[config.mk]
export PLATFORM = sky130hd
export DESIGN_NAME = fetch_unit
export DESIGN_NICKNAME = d
export VERILOG_FILES = /design/src/rtl/fetch_unit_pkg.sv /design/src/rtl/fetch_unit.sv
export SDC_FILE = /design/constraint.sdc
export NUM_CORES = 1
export LEC_CHECK = 0
export ABC_AREA = 1
export BUFFER_PORTS_ARGS = -buffer_cell sky130_fd_sc_hd__clkbuf_2
export CAP_MARGIN = 20
export CORE_MARGIN = 2
export CORE_UTILIZATION = 54
export CTS_CLUSTER_SIZE = 20
export DETAILED_ROUTE_END_ITERATION = 10
export HOLD_SLACK_MARGIN = 0.12
export PLACE_DENSITY = 0.91
export SKIP_CTS_REPAIR_TIMING = 1
export SYNTH_ARGS = -nofsm -noshare
export SYNTH_HDL_FRONTEND = slang
export SYNTH_SLANG_ARGS = --single-unit
[constraint.sdc]
create_clock -name clk -period 3.2 [get_ports clk]
set_clock_uncertainty 0.1 [all_clocks]
set_input_delay 0.64 -clock clk [delete_from_list [all_inputs] [get_ports clk]]
set_output_delay 0.64 -clock clk [all_outputs]
set_load 0.005 [all_outputs]
[src/rtl/fetch_unit_pkg.sv]
`default_nettype none
// ============================================================================
// fetch_unit_pkg : shared fetch-state encoding, NOP word and PC step
// Revision: 1.0
// ============================================================================
package fetch_unit_pkg;

  typedef enum logic [1:0] {
    FETCH_REQ   = 2'd0,
    FETCH_WAIT  = 2'd1,
    FETCH_DRAIN = 2'd2
  } fetch_state_e;

  localparam logic [31:0] NOP_INSN = 32'h0000_0013;
  localparam logic [31:0] PC_INC   = 32'd4;

  function automatic logic [31:0] align_pc(input logic [31:0] pc);
    return {pc[31:2], 2'b00};
  endfunction

endpackage
`default_nettype wire

[src/rtl/fetch_unit.sv]
`default_nettype none
// ============================================================================
// fetch_unit : single-outstanding instruction fetch with decoder output register
// Revision: 1.0
// ============================================================================
module fetch_unit
  import fetch_unit_pkg::*;
#(
  parameter logic [31:0] RESET_PC = 32'h0000_0000
) (
  input  logic        clk,
  input  logic        rst_n,
  output logic        imem_req_valid,
  input  logic        imem_req_ready,
  output logic [31:0] imem_req_addr,
  input  logic        imem_resp_valid,
  input  logic [31:0] imem_resp_data,
  input  logic        redirect_valid,
  input  logic [31:0] redirect_pc,
  output logic        inst_valid,
  input  logic        inst_ready,
  output logic [31:0] inst,
  output logic [31:0] inst_pc
);

  fetch_state_e r_state;
  fetch_state_e w_state_next;
  logic [31:0]  r_pc;
  logic         w_pop;
  logic         w_accept;
  logic         w_take_resp;

  assign w_pop       = inst_valid & inst_ready;
  assign w_accept    = imem_req_valid & imem_req_ready;
  assign w_take_resp = (r_state == FETCH_WAIT) & imem_resp_valid & ~redirect_valid;

  always_ff @(posedge clk or negedge rst_n) begin
    if (!rst_n) begin
      r_state <= FETCH_REQ;
    end else begin
      r_state <= w_state_next;
    end
  end

  // A redirect racing an in-flight request leaves a stale response to drain.
  always_comb begin
    w_state_next = r_state;
    case (r_state)
      FETCH_REQ: begin
        if (w_accept) begin
          w_state_next = redirect_valid ? FETCH_DRAIN : FETCH_WAIT;
        end
      end
      FETCH_WAIT: begin
        if (imem_resp_valid) begin
          w_state_next = FETCH_REQ;
        end else if (redirect_valid) begin
          w_state_next = FETCH_DRAIN;
        end
      end
      FETCH_DRAIN: begin
        if (imem_resp_valid) begin
          w_state_next = FETCH_REQ;
        end
      end
      default: w_state_next = FETCH_REQ;
    endcase
  end

  // rst_n gates the request so nothing is presented while reset is held.
  always_comb begin
    imem_req_valid = 1'b0;
    imem_req_addr  = r_pc;
    if (r_state == FETCH_REQ) begin
      imem_req_valid = rst_n & (~inst_valid | inst_ready);
    end
  end

  always_ff @(posedge clk or negedge rst_n) begin
    if (!rst_n) begin
      r_pc       <= align_pc(RESET_PC);
      inst_valid <= 1'b0;
      inst       <= NOP_INSN;
      inst_pc    <= 32'd0;
    end else if (redirect_valid) begin
      r_pc       <= align_pc(redirect_pc);
      inst_valid <= 1'b0;
    end else if (w_take_resp) begin
      inst       <= imem_resp_data;
      inst_pc    <= r_pc;
      inst_valid <= 1'b1;
      r_pc       <= r_pc + PC_INC;
    end else if (w_pop) begin
      inst_valid <= 1'b0;
    end
  end

  a_no_resp_in_req: assert property (@(posedge clk) disable iff (!rst_n)
    !(imem_resp_valid && (r_state == FETCH_REQ)));

endmodule
`default_nettype wire

* Word-level counts from Yosys, hierarchy flattened
Index checks and enable logic that the tools add are counted.
** Word-level totals
- Word-level logic and storage cells :: 36
- Flip-flop bits (word level) :: 99
- Input bits :: 70
** Operators by class
- Reductions and logical operators :: 5
- Bitwise operators :: 8
- Eq/ne operators :: 5
- Mux-type cells :: 12
- Add/sub/neg operators :: 1
** Operator list (count)
- 32-bit 2-to-1 mux :: 2
- 32-bit by 3-bit adder with 32-bit output (second input constant) :: 1
- 2-bit 2-to-1 mux :: 5
- 2-bit one-hot mux with 3 select lines :: 1
- 1-bit AND :: 5
- 1-bit 2-to-1 mux :: 4
- 2-bit != test (second input constant) :: 2
- 3-bit != test (second input constant) :: 1
- 3-bit AND reduction :: 1
- 3-bit nonzero test :: 1
- 2-bit by 1-bit equality test with 1-bit output (second input constant) :: 1
- 2-bit equality test (second input constant) :: 1
- 2-bit zero test :: 1
- 1-bit NOT :: 2
- 2-bit AND reduction :: 1
- 2-bit nonzero test :: 1
- 1-bit OR :: 1

* Depth between registers and ports, before layout
- Depth in word-level cells :: 7
- Mapped depth :: 9
- Depth with buffers taken out :: 9

* Worst setup path after synthesis
Ideal clock, no wire load.
- Kind :: input port to flip-flop
- From :: in redirect_valid
- To :: reg r_pc[20] (netlist: imem_req_addr[20])
- Stages :: 5
- Setup slack :: 1565 ps
- Library setup time :: 134 ps
- Arrival :: 1401 ps
- Required time :: 2966 ps
- Path through :: clkbuf_1 > clkbuf_1 > nor2_1 > o21ai_0 > o211ai_1
** On the way
- Longest elaborated chain between the ends :: 3
- Elaborated cells on any way between the ends :: 4
- Classes of those cells :: mux: 1; bitwise: 2; reduce/logical: 1
** Ends and longest elaborated chain
- start: declaration :: line fetch_unit.sv:18 : input logic redirect_valid,
- 1-bit NOT (no source line)
- 1-bit AND :: line fetch_unit.sv:35 : assign w_take_resp = (r_state == FETCH_WAIT) & imem_resp_valid & ~redirect_valid;
- 2-bit nonzero test (no source line)
- end signal: assignment :: line fetch_unit.sv:81 : r_pc <= align_pc(RESET_PC);
- end signal: assignment :: line fetch_unit.sv:86 : r_pc <= align_pc(redirect_pc);
- end signal: assignment :: line fetch_unit.sv:92 : r_pc <= r_pc + PC_INC;
- end: declaration :: line fetch_unit.sv:28 : logic [31:0] r_pc;
Several ways; a longest one is shown, not always the timed one.
A chain may end at the register's enable or synchronous reset.

* Worst setup path in the final report
- From :: in rst_n
- To :: out imem_req_valid
** On the way
- Longest elaborated chain between the ends :: 2
** Ends and longest elaborated chain
- start: declaration :: line fetch_unit.sv:12 : input logic rst_n,
- 1-bit AND :: line fetch_unit.sv:75 : imem_req_valid = rst_n & (~inst_valid | inst_ready);
- 1-bit 2-to-1 mux :: line fetch_unit.sv:74 : if (r_state == FETCH_REQ) begin
- end: declaration :: line fetch_unit.sv:13 : output logic imem_req_valid,
No other way between the ends.

==> qor.yml <==
status: "finished clean"
drtPass1Iterations: 7
power.density_mw_per_mm2: 722
die_y_um: 96.7
drt.antenna.violating_nets: 0
end_kind: "output pin"
gr-usage-all-layers: 0.280
path_buf_inv: 3
mostFrequentLayoutCells: "nand2_1 (230), clkbuf_2 (160), dfrtp_1 (92)"
synth_edf_count: 0
synth_cell_types: 31
grt_pass1_wl_mm: 21.6
synth_warnings: 0
drc: 0
viasPerCell: 5.41
crit_path_start: "rst_n"
hold_class: "in -> reg"
max_stage_delay_ps: 520
vias: 4660
core_area_mm2: 0.00826
r2r_start: "imem_req_addr[3]"
synth-seq-area-share: 0.513
fin_hold_ws_ps: 359
die-area_mm2: 0.00936
syn_area_mm2: 0.00464
rsz0062_at_grt: "false"
die_x_um: 96.7
drive_above_1_share: 0.269
worstSetupPathType: "in -> out"
required_ps: 2460
ys_seq_elements: 95
seq_area_mm2: 0.00238
cts.path.max_buffers: 2
crit_fanout: 22
utilization: 0.690
drt-initial-drc-count: 325
timing.critical_path.max_delay_family: "buffers and inverters"
relSlewSlack: 0.385
cpMaxStageDelayCell: "dlygate4sd3_1"
syn_avg_cell_area_um2: 7.76
post-dp-hpwl_mm: 9.24
ir_drop_uv: 381
setup_ws_ps: 686
drv_cap: 0
routedWlPerCell_um: 14.9
cts_num_sinks: 95
multi_input_area_mm2: 0.00195
area_growth_pct: 22.8
min-delay-start: "imem_resp_data[0]"
dp_worst_setup_slack_ps: 1010
period_share: 0.786
worst_pin_slew_ps: 922
crit_arrival_ps: 1770
nNetsFinal: 822
syn_inst: 598
cts_tree: "built"
setup_viol: 0
fin_crit_ps: 2510
fmax_ghz: 0.398
cts_root_buffer: "clkbuf_8"
clkTransAtPathRegs_ps: 90
worst_setup_path_start_kind: "input port"
fin_setup_tns_ps: 0
cts_buffers: 9
synthArstFlopShare: 1.00
cp_cell_sequence: "dlygate4sd3_1, buf_4, and3_1, clkbuf_2"
antenna_cells: 0
start_util: 0.562
io_pins: 168
drv_slew: 0
synth_flop_cell: "dfrtp_1"
clock_latency_ps: 360
antenna_found_initial: 0
routed_wirelength_mm: 12.8
p_leak_uw: 0.00304
fill_cells: 710
finalWeightedCongestion: 0.885
hold_violations: 0
grt_pass1_vias: 4528
rows: 33
grt_start_max_net_pins: 86
numPortBuffers: 161
htree_levels: 3
layout_commonest_cell: "nand2_1"
grt_remaining_overflow: 0
==> per-stage QoR <==
stage | power, µW | std cells | area [µm²]
global route | 4420 | 861 | 5700
floorplan | 2620 | 601 | 4650
CTS | 4140 | 860 | 5690
finish | 4120 | 861 | 5700
global placement | 3240 | 844 | 5490
detailed placement | 3330 | 844 | 5490
==> power by group <==
group	total (µW)	leakage, µW	switching [µW]	internal (µW)
logic	1340	0.00176	752	590
registers	1960	0.00118	314	1650
clock network	815	0.000107	428	387
total	4120	0.00304	1490	2620
==> per-layer routing <==
layer  vias up  GRT usage  part of all wire
met5         -          0                 0
met4         0      0.105             0.022
met3        31     0.0441             0.099
met2       280      0.457              0.47
met1      2160      0.379              0.41
li1       2189          -                 -
==> cells in the mapped netlist, types with 3 or more instances <==
| cell type | instances | share of area |
|---|---|---|
| o21ai_0 | 33 | 0.036 |
| dfstp_2 | 3 | 0.017 |
| inv_1 | 40 | 0.032 |
| clkbuf_1 | 6 | 0.0049 |
| xor2_1 | 6 | 0.011 |
| nand3b_1 | 7 | 0.011 |
| a21oi_1 | 7 | 0.0075 |
| dfrtp_1 | 92 | 0.50 |
| nor2_1 | 63 | 0.051 |
| nand2_1 | 230 | 0.19 |
| o211ai_1 | 6 | 0.0097 |
| nor3_1 | 3 | 0.0032 |
| nand2_2 | 4 | 0.0054 |
| nor2_4 | 6 | 0.015 |
| nand3_1 | 40 | 0.043 |
| inv_2 | 4 | 0.0032 |
| buf_4 | 10 | 0.016 |
| buf_2 | 12 | 0.013 |
| nand4_1 | 10 | 0.013 |
==> cells by family (layout without fill, tap and decap cells) <==
group,count (synthesis),count (layout),synth area share
and+or+nand+nor,368,368,0.336
DFF,95,95,0.513
buffers and inverters,72,227,0.0695
AOI/OAI and AO/OA,55,55,0.0666
xor gates and xnor gates,6,6,0.0113
adders and majority gates,1,1,0.00269
other,1,4,0.000808
==> registers in the layout, summed over array words and instances (netlist names) <==
name           flops
inst_valid         1
imem_req_addr     30
inst_pc           30
r_state            2
inst              32
==> worst paths after layout <==
kind,endpoint,slack [ps],depth (start not counted)
max,imem_req_valid,690,4
min,inst[0],360,3
max in group asynchronous,inst[31],1170,3
min in group asynchronous,inst_pc[14],600,2
max reg2reg,imem_req_addr[20],1220,8
min reg2reg,inst_pc[7],390,2
==> final cells by class <==
| type | count | area share |
|---|---|---|
| clock buffer | 10 | 0.0241 |
| clock inverter | 6 | 0.0116 |
| inverter | 44 | 0.0290 |
| multi-input combinational | 434 | 0.342 |
| sequential | 95 | 0.418 |
| tap | 105 | 0.0230 |
| timing repair buffer | 167 | 0.152 |
==> worst register-to-register path: stages, from the launching register on <==
cell,delay (ps)
dfrtp_1,470
ha_1,270
inv_1,50
nor2_1,270
nand2_1,120
nor2_1,210
nand2_1,100
o21ai_0,150
o211ai_1,120
(Power assumes the default switching activity.)
